`config.mk`:
```
export PLATFORM = sky130hd
export DESIGN_NAME = cal_in
export DESIGN_NICKNAME = d
export VERILOG_FILES = /design/src/rtl/cal_pkg.sv /design/src/rtl/cal_mac.sv /design/src/rtl/cal_in.sv
export SDC_FILE = /design/constraint.sdc
export NUM_CORES = 2
export LEC_CHECK = 0
export ABC_AREA = 0
export BUFFER_PORTS_ARGS = -buffer_cell sky130_fd_sc_hd__buf_2
export CORE_MARGIN = 3
export CORE_UTILIZATION = 45
export CTS_CLUSTER_SIZE = 8
export DETAILED_ROUTE_END_ITERATION = 8
export SKIP_CTS_REPAIR_TIMING = 1
export SYNTH_ARGS = -nofsm -noshare
export SYNTH_HDL_FRONTEND = slang
export SYNTH_SLANG_ARGS = --single-unit
```
`constraint.sdc`:
```
create_clock -name clk -period 11.5 [get_ports clk]
set_input_delay 2.3 -clock clk [delete_from_list [all_inputs] [get_ports clk]]
set_output_delay 2.3 -clock clk [all_outputs]
set_load 0.05 [all_outputs]
```
`src/rtl/cal_pkg.sv`:
```
// Shared widths, FSM state and coefficient-select encoding for the input calibration stage.
package cal_pkg;

    localparam int unsigned NCH       = 4;
    localparam int unsigned CH_W      = 2;
    localparam int unsigned W         = 16;
    localparam int unsigned GAIN_FRAC = 14;
    localparam int unsigned ROUND_K   = 8192;
    localparam int unsigned DIFF_W    = W + 1;
    localparam int unsigned PROD_W    = DIFF_W + W;
    localparam int unsigned SUM_W     = PROD_W + 1;

    localparam logic signed [SUM_W-1:0] SAT_HI = SUM_W'(2 ** (W - 1) - 1);
    localparam logic signed [SUM_W-1:0] SAT_LO = SUM_W'(-(2 ** (W - 1)));

    typedef logic signed [W-1:0] sample_t;

    typedef enum logic [1:0] {
        IDLE  = 2'd0,
        RUN   = 2'd1,
        DRAIN = 2'd2
    } cal_state_e;

    // cal_sel: bit 2 picks gain (1) or offset (0), bits 1:0 pick the channel
    typedef struct packed {
        logic            is_gain;
        logic [CH_W-1:0] ch;
    } cal_sel_t;

    function automatic sample_t sat_sample(input logic signed [SUM_W-1:0] v);
        sample_t r;
        if (v > SAT_HI) begin
            r = sample_t'(SAT_HI[W-1:0]);
        end else if (v < SAT_LO) begin
            r = sample_t'(SAT_LO[W-1:0]);
        end else begin
            r = sample_t'(v[W-1:0]);
        end
        return r;
    endfunction

endpackage

```
`src/rtl/cal_mac.sv`:
```
// Two-stage subtract/multiply then round/saturate datapath, shared by all channels.
module cal_mac
    import cal_pkg::*;
(
    input  logic            clk,
    input  logic            rst_n,
    input  sample_t         in_s,
    input  sample_t         offset,
    input  sample_t         gain,
    input  logic            valid,
    input  logic [CH_W-1:0] ch,
    output sample_t         result_c,
    output logic            valid_c,
    output logic [CH_W-1:0] ch_c
);

    localparam logic signed [SUM_W-1:0] ROUND_ADD = SUM_W'(ROUND_K);

    logic signed [DIFF_W-1:0] diff_c;
    logic signed [PROD_W-1:0] prod_d, prod_q;
    logic                     valid_d, valid_q;
    logic [CH_W-1:0]          ch_d, ch_q;
    logic signed [SUM_W-1:0]  sum_c;
    logic signed [SUM_W-1:0]  shifted_c;

    // Stage 1: 17-bit difference cannot overflow; 33-bit product holds the full result
    always_comb begin
        diff_c  = DIFF_W'(in_s) - DIFF_W'(offset);
        prod_d  = PROD_W'(diff_c) * PROD_W'(gain);
        valid_d = valid;
        ch_d    = ch;
    end

    always_ff @(posedge clk or negedge rst_n) begin
        if (!rst_n) begin
            prod_q  <= '0;
            valid_q <= 1'b0;
            ch_q    <= '0;
        end else begin
            prod_q  <= prod_d;
            valid_q <= valid_d;
            ch_q    <= ch_d;
        end
    end

    // Stage 2: add half an LSB then floor-shift, giving round-half-up
    always_comb begin
        sum_c     = SUM_W'(prod_q) + ROUND_ADD;
        shifted_c = sum_c >>> GAIN_FRAC;
        result_c  = sat_sample(shifted_c);
        valid_c   = valid_q;
        ch_c      = ch_q;
    end

endmodule

```
`src/rtl/cal_in.sv`:
```
// Per-channel input calibration: (raw - offset) * gain, rounded and saturated,
// four channels time-shared through one multiplier and published atomically.
module cal_in
    import cal_pkg::*;
#(
    parameter sample_t OFFSET_DEFAULT = 16'sd3500,
    parameter sample_t GAIN_DEFAULT   = 16'sd16384
) (
    input  logic        clk,
    input  logic        rst_n,
    input  logic        sample_clk,
    input  logic signed [15:0] sample_in0,
    input  logic signed [15:0] sample_in1,
    input  logic signed [15:0] sample_in2,
    input  logic signed [15:0] sample_in3,
    input  logic        cal_we,
    input  logic [2:0]  cal_sel,
    input  logic signed [15:0] cal_wdata,
    output logic signed [15:0] sample_out0,
    output logic signed [15:0] sample_out1,
    output logic signed [15:0] sample_out2,
    output logic signed [15:0] sample_out3,
    output logic        out_valid,
    output logic        busy,
    output logic        overrun
);

    cal_state_e      state_d, state_q;
    logic [CH_W-1:0] ch_d, ch_q;
    logic            sample_clk_d, sample_clk_q;
    logic            busy_d, busy_q;
    logic            out_valid_d, out_valid_q;
    logic            overrun_d, overrun_q;

    sample_t in_c       [NCH];
    sample_t off_d      [NCH];
    sample_t off_q      [NCH];
    sample_t gain_d     [NCH];
    sample_t gain_q     [NCH];
    sample_t snap_in_d  [NCH];
    sample_t snap_in_q  [NCH];
    sample_t snap_off_d [NCH];
    sample_t snap_off_q [NCH];
    sample_t snap_gain_d[NCH];
    sample_t snap_gain_q[NCH];
    sample_t shadow_d   [NCH];
    sample_t shadow_q   [NCH];
    sample_t out_d      [NCH];
    sample_t out_q      [NCH];

    logic            edge_c;
    cal_sel_t        sel_c;
    logic            mac_valid_in;
    sample_t         mac_result;
    logic            mac_valid_out;
    logic [CH_W-1:0] mac_ch_out;

    assign in_c[0] = sample_in0;
    assign in_c[1] = sample_in1;
    assign in_c[2] = sample_in2;
    assign in_c[3] = sample_in3;
    assign sel_c   = cal_sel_t'(cal_sel);
    assign edge_c  = sample_clk & ~sample_clk_q;

    cal_mac u_mac (
        .clk      (clk),
        .rst_n    (rst_n),
        .in_s     (snap_in_q[ch_q]),
        .offset   (snap_off_q[ch_q]),
        .gain     (snap_gain_q[ch_q]),
        .valid    (mac_valid_in),
        .ch       (ch_q),
        .result_c (mac_result),
        .valid_c  (mac_valid_out),
        .ch_c     (mac_ch_out)
    );

    // Sequencer: snapshot on an idle edge, issue four channels, publish once the pipe empties
    always_comb begin
        state_d      = state_q;
        ch_d         = ch_q;
        sample_clk_d = sample_clk;
        out_valid_d  = 1'b0;
        overrun_d    = 1'b0;
        mac_valid_in = 1'b0;
        snap_in_d    = snap_in_q;
        snap_off_d   = snap_off_q;
        snap_gain_d  = snap_gain_q;
        shadow_d     = shadow_q;
        out_d        = out_q;
        off_d        = off_q;
        gain_d       = gain_q;

        case (state_q)
            IDLE: begin
                if (edge_c) begin
                    snap_in_d   = in_c;
                    snap_off_d  = off_q;
                    snap_gain_d = gain_q;
                    ch_d        = '0;
                    state_d     = RUN;
                end
            end
            RUN: begin
                overrun_d    = edge_c;
                mac_valid_in = 1'b1;
                ch_d         = ch_q + CH_W'(1);
                if (ch_q == CH_W'(NCH - 1)) begin
                    state_d = DRAIN;
                end
            end
            DRAIN: begin
                overrun_d = edge_c;
                if (!mac_valid_out) begin
                    out_d       = shadow_q;
                    out_valid_d = 1'b1;
                    state_d     = IDLE;
                end
            end
            default: state_d = IDLE;
        endcase

        if (mac_valid_out) begin
            shadow_d[mac_ch_out] = mac_result;
        end

        // Live coefficients update regardless of state; the running conversion uses its snapshot
        if (cal_we) begin
            if (sel_c.is_gain) begin
                gain_d[sel_c.ch] = cal_wdata;
            end else begin
                off_d[sel_c.ch] = cal_wdata;
            end
        end

        busy_d = (state_d != IDLE) || out_valid_d;
    end

    always_ff @(posedge clk or negedge rst_n) begin
        if (!rst_n) begin
            state_q      <= IDLE;
            ch_q         <= '0;
            sample_clk_q <= 1'b1;
            busy_q       <= 1'b0;
            out_valid_q  <= 1'b0;
            overrun_q    <= 1'b0;
            snap_in_q    <= '{default: '0};
            snap_off_q   <= '{default: '0};
            snap_gain_q  <= '{default: '0};
            shadow_q     <= '{default: '0};
            out_q        <= '{default: '0};
            off_q        <= '{default: OFFSET_DEFAULT};
            gain_q       <= '{default: GAIN_DEFAULT};
        end else begin
            state_q      <= state_d;
            ch_q         <= ch_d;
            sample_clk_q <= sample_clk_d;
            busy_q       <= busy_d;
            out_valid_q  <= out_valid_d;
            overrun_q    <= overrun_d;
            snap_in_q    <= snap_in_d;
            snap_off_q   <= snap_off_d;
            snap_gain_q  <= snap_gain_d;
            shadow_q     <= shadow_d;
            out_q        <= out_d;
            off_q        <= off_d;
            gain_q       <= gain_d;
        end
    end

    assign sample_out0 = out_q[0];
    assign sample_out1 = out_q[1];
    assign sample_out2 = out_q[2];
    assign sample_out3 = out_q[3];
    assign out_valid   = out_valid_q;
    assign busy        = busy_q;
    assign overrun     = overrun_q;

endmodule
```
==> results.txt <==
- Synth async-reset ratio: 1.00
* Starting DRT DRC Count: 1019
- Via count normalized by instance count: 5.32
- Including well taps, the total number of placed cells is 3603.
- Worst-case headroom to the max-slew limit: 0.0715
* Synth warn: 0
- Most area-hungry cell type in the Yosys netlist: sky130_fd_sc_hd__dfrtp_1
- Type of destination of the critical path: flip-flop
* Post-route met1 wirelength: 32900 microns
- Maximum operating frequency: 96.0 MHz
* # nets final: 3277
* Actual transition at the worst max-transition pin: 1380 ps
* Reg2reg setup slack: 1090 ps
* H-tree Lvls: 3
- Synthesis inferred 479 register bits.
- Core region area: 66200 sq um
- Cell with the largest stage delay on the worst path: sky130_fd_sc_hd__xnor2_1
- Pins Over Slew Limit: 0
- Gate count after technology mapping: 2669
- The floorplan step defined a die boundary enclosing 70600 sq um.
* Beginning of the worst register-to-register path: ch_q[0]$_DFFE_PN0P_
- After the flow finishes, the layout carries non-filler instances totaling 3716.
- Yosys instantiated no cell more often than sky130_fd_sc_hd__dfrtp_1.
* DRC violation count after routing: 0
* Synth-to-layout area growth: 12.3%
- The number of nets in the synthesized netlist is 3135.
- Setup repair after global routing left no endpoint under its margin.
- HP Start: sample_out2[10]$_DFFE_PN0P_
- Routed wire length per instance: 20.0 microns
- In this run, CTS created clock tree buffers numbering 70.
- The via count of the first global-routing pass was 21.4k.
- Maximum number of pins on one net before global-route repair: 157
* Post-layout util: 0.515
- Number of buffers on the longest clock path: 3
- In the global route stage, overall resource usage came out at 0.218.
- Setup violations remaining at the end of the flow were counted as 0.
* Share of cells above drive strength 1: 0.250
- During I/O placement, the number of pins put on the boundary was 154.
* Total wirelength of the detailed-routed design: 74500 microns
- The share of the Yosys chip area taken by registers is 0.396.
- Summed negative setup slack over all endpoints: 0 ps
- Buffers on Ports: 153
- Count of distinct cell types in the synthesized netlist: 72
- Fill count: 5841
* Syn avg cell area: 11.4 sq um
- First-pass iteration count of the detailed router: 5
- By startpoint and endpoint, the worst setup path is classified as flip-flop to flip-flop.
* Via total after detailed routing: 19.8k
- The path class of the tightest hold or removal check is flip-flop to flip-flop.
* First-pass GRT wire length: 120000 microns
* Max-Cap Viols: 0
* Endpoints failing hold: 0
* Highest Signal Layer: met5
- Counting I/O delays and the setup requirement, the final critical path takes 10410 ps.
- Floorplan die width: 266 microns
- The count of nets left with antenna violations once routing finished came out at 0.
- Reg-to-reg critical path endpoint: u_mac.prod_q[32]$_DFF_PN0_
- Path depth of the worst reg2reg path: 31
* Clock latency on the worst-skew pair: 600 ps
- Required time of the critical path: 11940 ps
* Cell type with the highest occurrence count on the critical path: sky130_fd_sc_hd__fa_1
- Among all flip-flop cells after synthesis, the most frequent one is sky130_fd_sc_hd__dfrtp_1.
* Result of the run: finished, final reports clean
- STA puts the critical path data arrival time at 10850 ps.
- Share of the cycle needed by the critical path after routing: 0.905
* Final estimated routing congestion in global placement: 0.916
* Library cell used as clock root buffer: sky130_fd_sc_hd__clkbuf_16
- Highest fanout seen on the critical path: 37
- For this design, the sink count on the clock tree is 479.
- Summed over all nets, wire length on met3 after detailed routing comes to 3960 microns.
- Delay of the slowest critical-path stage: 1070 ps
- For this configuration, the core starts out at a cell density of 0.458.
- Destination of the critical timing path: u_mac.prod_q[32]$_DFF_PN0_
- Synth top area share: 0.368
* Y dimension of the die: 266 microns
- Clock-pin slew on the worst setup and hold paths: 50 ps
- Hpwl dp: 54800 microns
* Top cells by instance count after synthesis: sky130_fd_sc_hd__dfrtp_1, sky130_fd_sc_hd__nand2_1, sky130_fd_sc_hd__inv_1
- Grt ovf: 0
- After synthesis, the cell types taking the most area are sky130_fd_sc_hd__dfrtp_1, sky130_fd_sc_hd__fa_1, sky130_fd_sc_hd__mux2_2.
- Initial antenna violation count: 3
* Met2 Wirelength: 35700 microns
- Launch point of the worst path: ch_q[0]$_DFFE_PN0P_
- Row Count: 94
* Number of synthesized flops with an enable pin: 0
- TritonCTS built the clock tree.
- Post-synth design cell area: 30300 sq um
- On the final layout, the worst clock skew is 23.3 ps.
- Crit path launch type: flip-flop
==> per-stage QoR <==
stage / worst slack [ps] / hold slack [ps] / area, sq um
floorplan: 1720 / 375 / 30300
global placement: 1520 / 448 / 32100
detailed placement: 1260 / 451 / 32100
CTS: 1230 / 464 / 34100
global route: 278 / 481 / 34100
finish: 1090 / 461 / 34100
==> layer usage <==
layer / up-vias / GRT usage
met2: 557 / 0.368
met1: 10109 / 0.293
met5: - / 0
met3: 117 / 0.0349
met4: 2 / 0.0634
li1: 8981 / -
==> kinds of logic (layout without fill, tap and decap cells) <==
logic type	after synthesis	in the layout	share of synthesized area
mux	384	384	0.155
fa+ha+maj	379	379	0.225
flops	479	479	0.396
other cells	0	5	0
xor+xnor	68	68	0.0199
buf+inv	465	643	0.0578
simple gates	658	658	0.0932
compound gates	236	236	0.0527
==> area by class of cell <==
type                            instances  area [sq um]  area share
Antenna cell                            5          12.5    0.000367
Clock buffer                          101          1880      0.0551
Clock inverter                          7           124     0.00363
Inverter                              344          1290      0.0379
Multi-Input combinational cell       1725         16600       0.487
Sequential cell                       479         12000       0.353
Tap cell                              864          1080      0.0317
Timing Repair Buffer                  191          1070      0.0315
==> worst min path at each step <==
stage / endpoint / slack, ps / cells after the start
2_1_floorplan: u_mac.ch_c[0]$_DFF_PN0_ / 370 / 0
3_5_place_dp: sample_out1[10]$_DFFE_PN0P_ / 450 / 2
4_1_cts: sample_out1[10]$_DFFE_PN0P_ / 460 / 2
6_report: sample_out2[10]$_DFFE_PN0P_ / 460 / 2
3_3_place_gp: sample_out0[9]$_DFFE_PN0P_ / 450 / 2
5_1_grt: sample_out3[9]$_DFFE_PN0P_ / 480 / 2
==> registers in the layout, summed over array words and instances (netlist names), 16 cells and up <==
name and count:
gain_q 64, off_q 64, sample_out0 16, sample_out1 16
sample_out2 16, sample_out3 16, shadow_q 64, snap_gain_q 64
snap_in_q 64, snap_off_q 64, u_mac.prod_q 20
==> worst max-delay path: cells and delay by family (launching register included) <==
| kind | cells | cell delay [ps] |
|---|---|---|
| DFF | 1 | 830 |
| xor gates and xnor gates | 2 | 1210 |
| buffers and inverters | 3 | 160 |
| AOI/OAI and AO/OA | 12 | 2750 |
| adders and majority gates | 9 | 4080 |
| and+or+nand+nor | 4 | 620 |
| muxes | 1 | 590 |
==> cell usage in the layout (no fill, tap or decap), types with 30 or more instances in the layout <==
cell type                   netlist  layout
sky130_fd_sc_hd__clkbuf_1       102      30
sky130_fd_sc_hd__inv_1          344     343
sky130_fd_sc_hd__dfstp_2         33      33
sky130_fd_sc_hd__xnor2_1         45      45
sky130_fd_sc_hd__buf_2            3     152
sky130_fd_sc_hd__buf_4            1      37
sky130_fd_sc_hd__mux4_2          36      36
sky130_fd_sc_hd__nor2_1         137     137
sky130_fd_sc_hd__fa_1           276     276
sky130_fd_sc_hd__o21ai_0         45      42
sky130_fd_sc_hd__o21ai_1         47      50
sky130_fd_sc_hd__clkbuf_16        0      70
sky130_fd_sc_hd__ha_1           103     103
sky130_fd_sc_hd__dfrtp_1        446     444
sky130_fd_sc_hd__mux2_2         331     331
sky130_fd_sc_hd__nand2_1        386     385
Power is left out: the tool's default activity adds up to more than one toggle a clock period on the data nets, which glitch-free logic cannot reach.
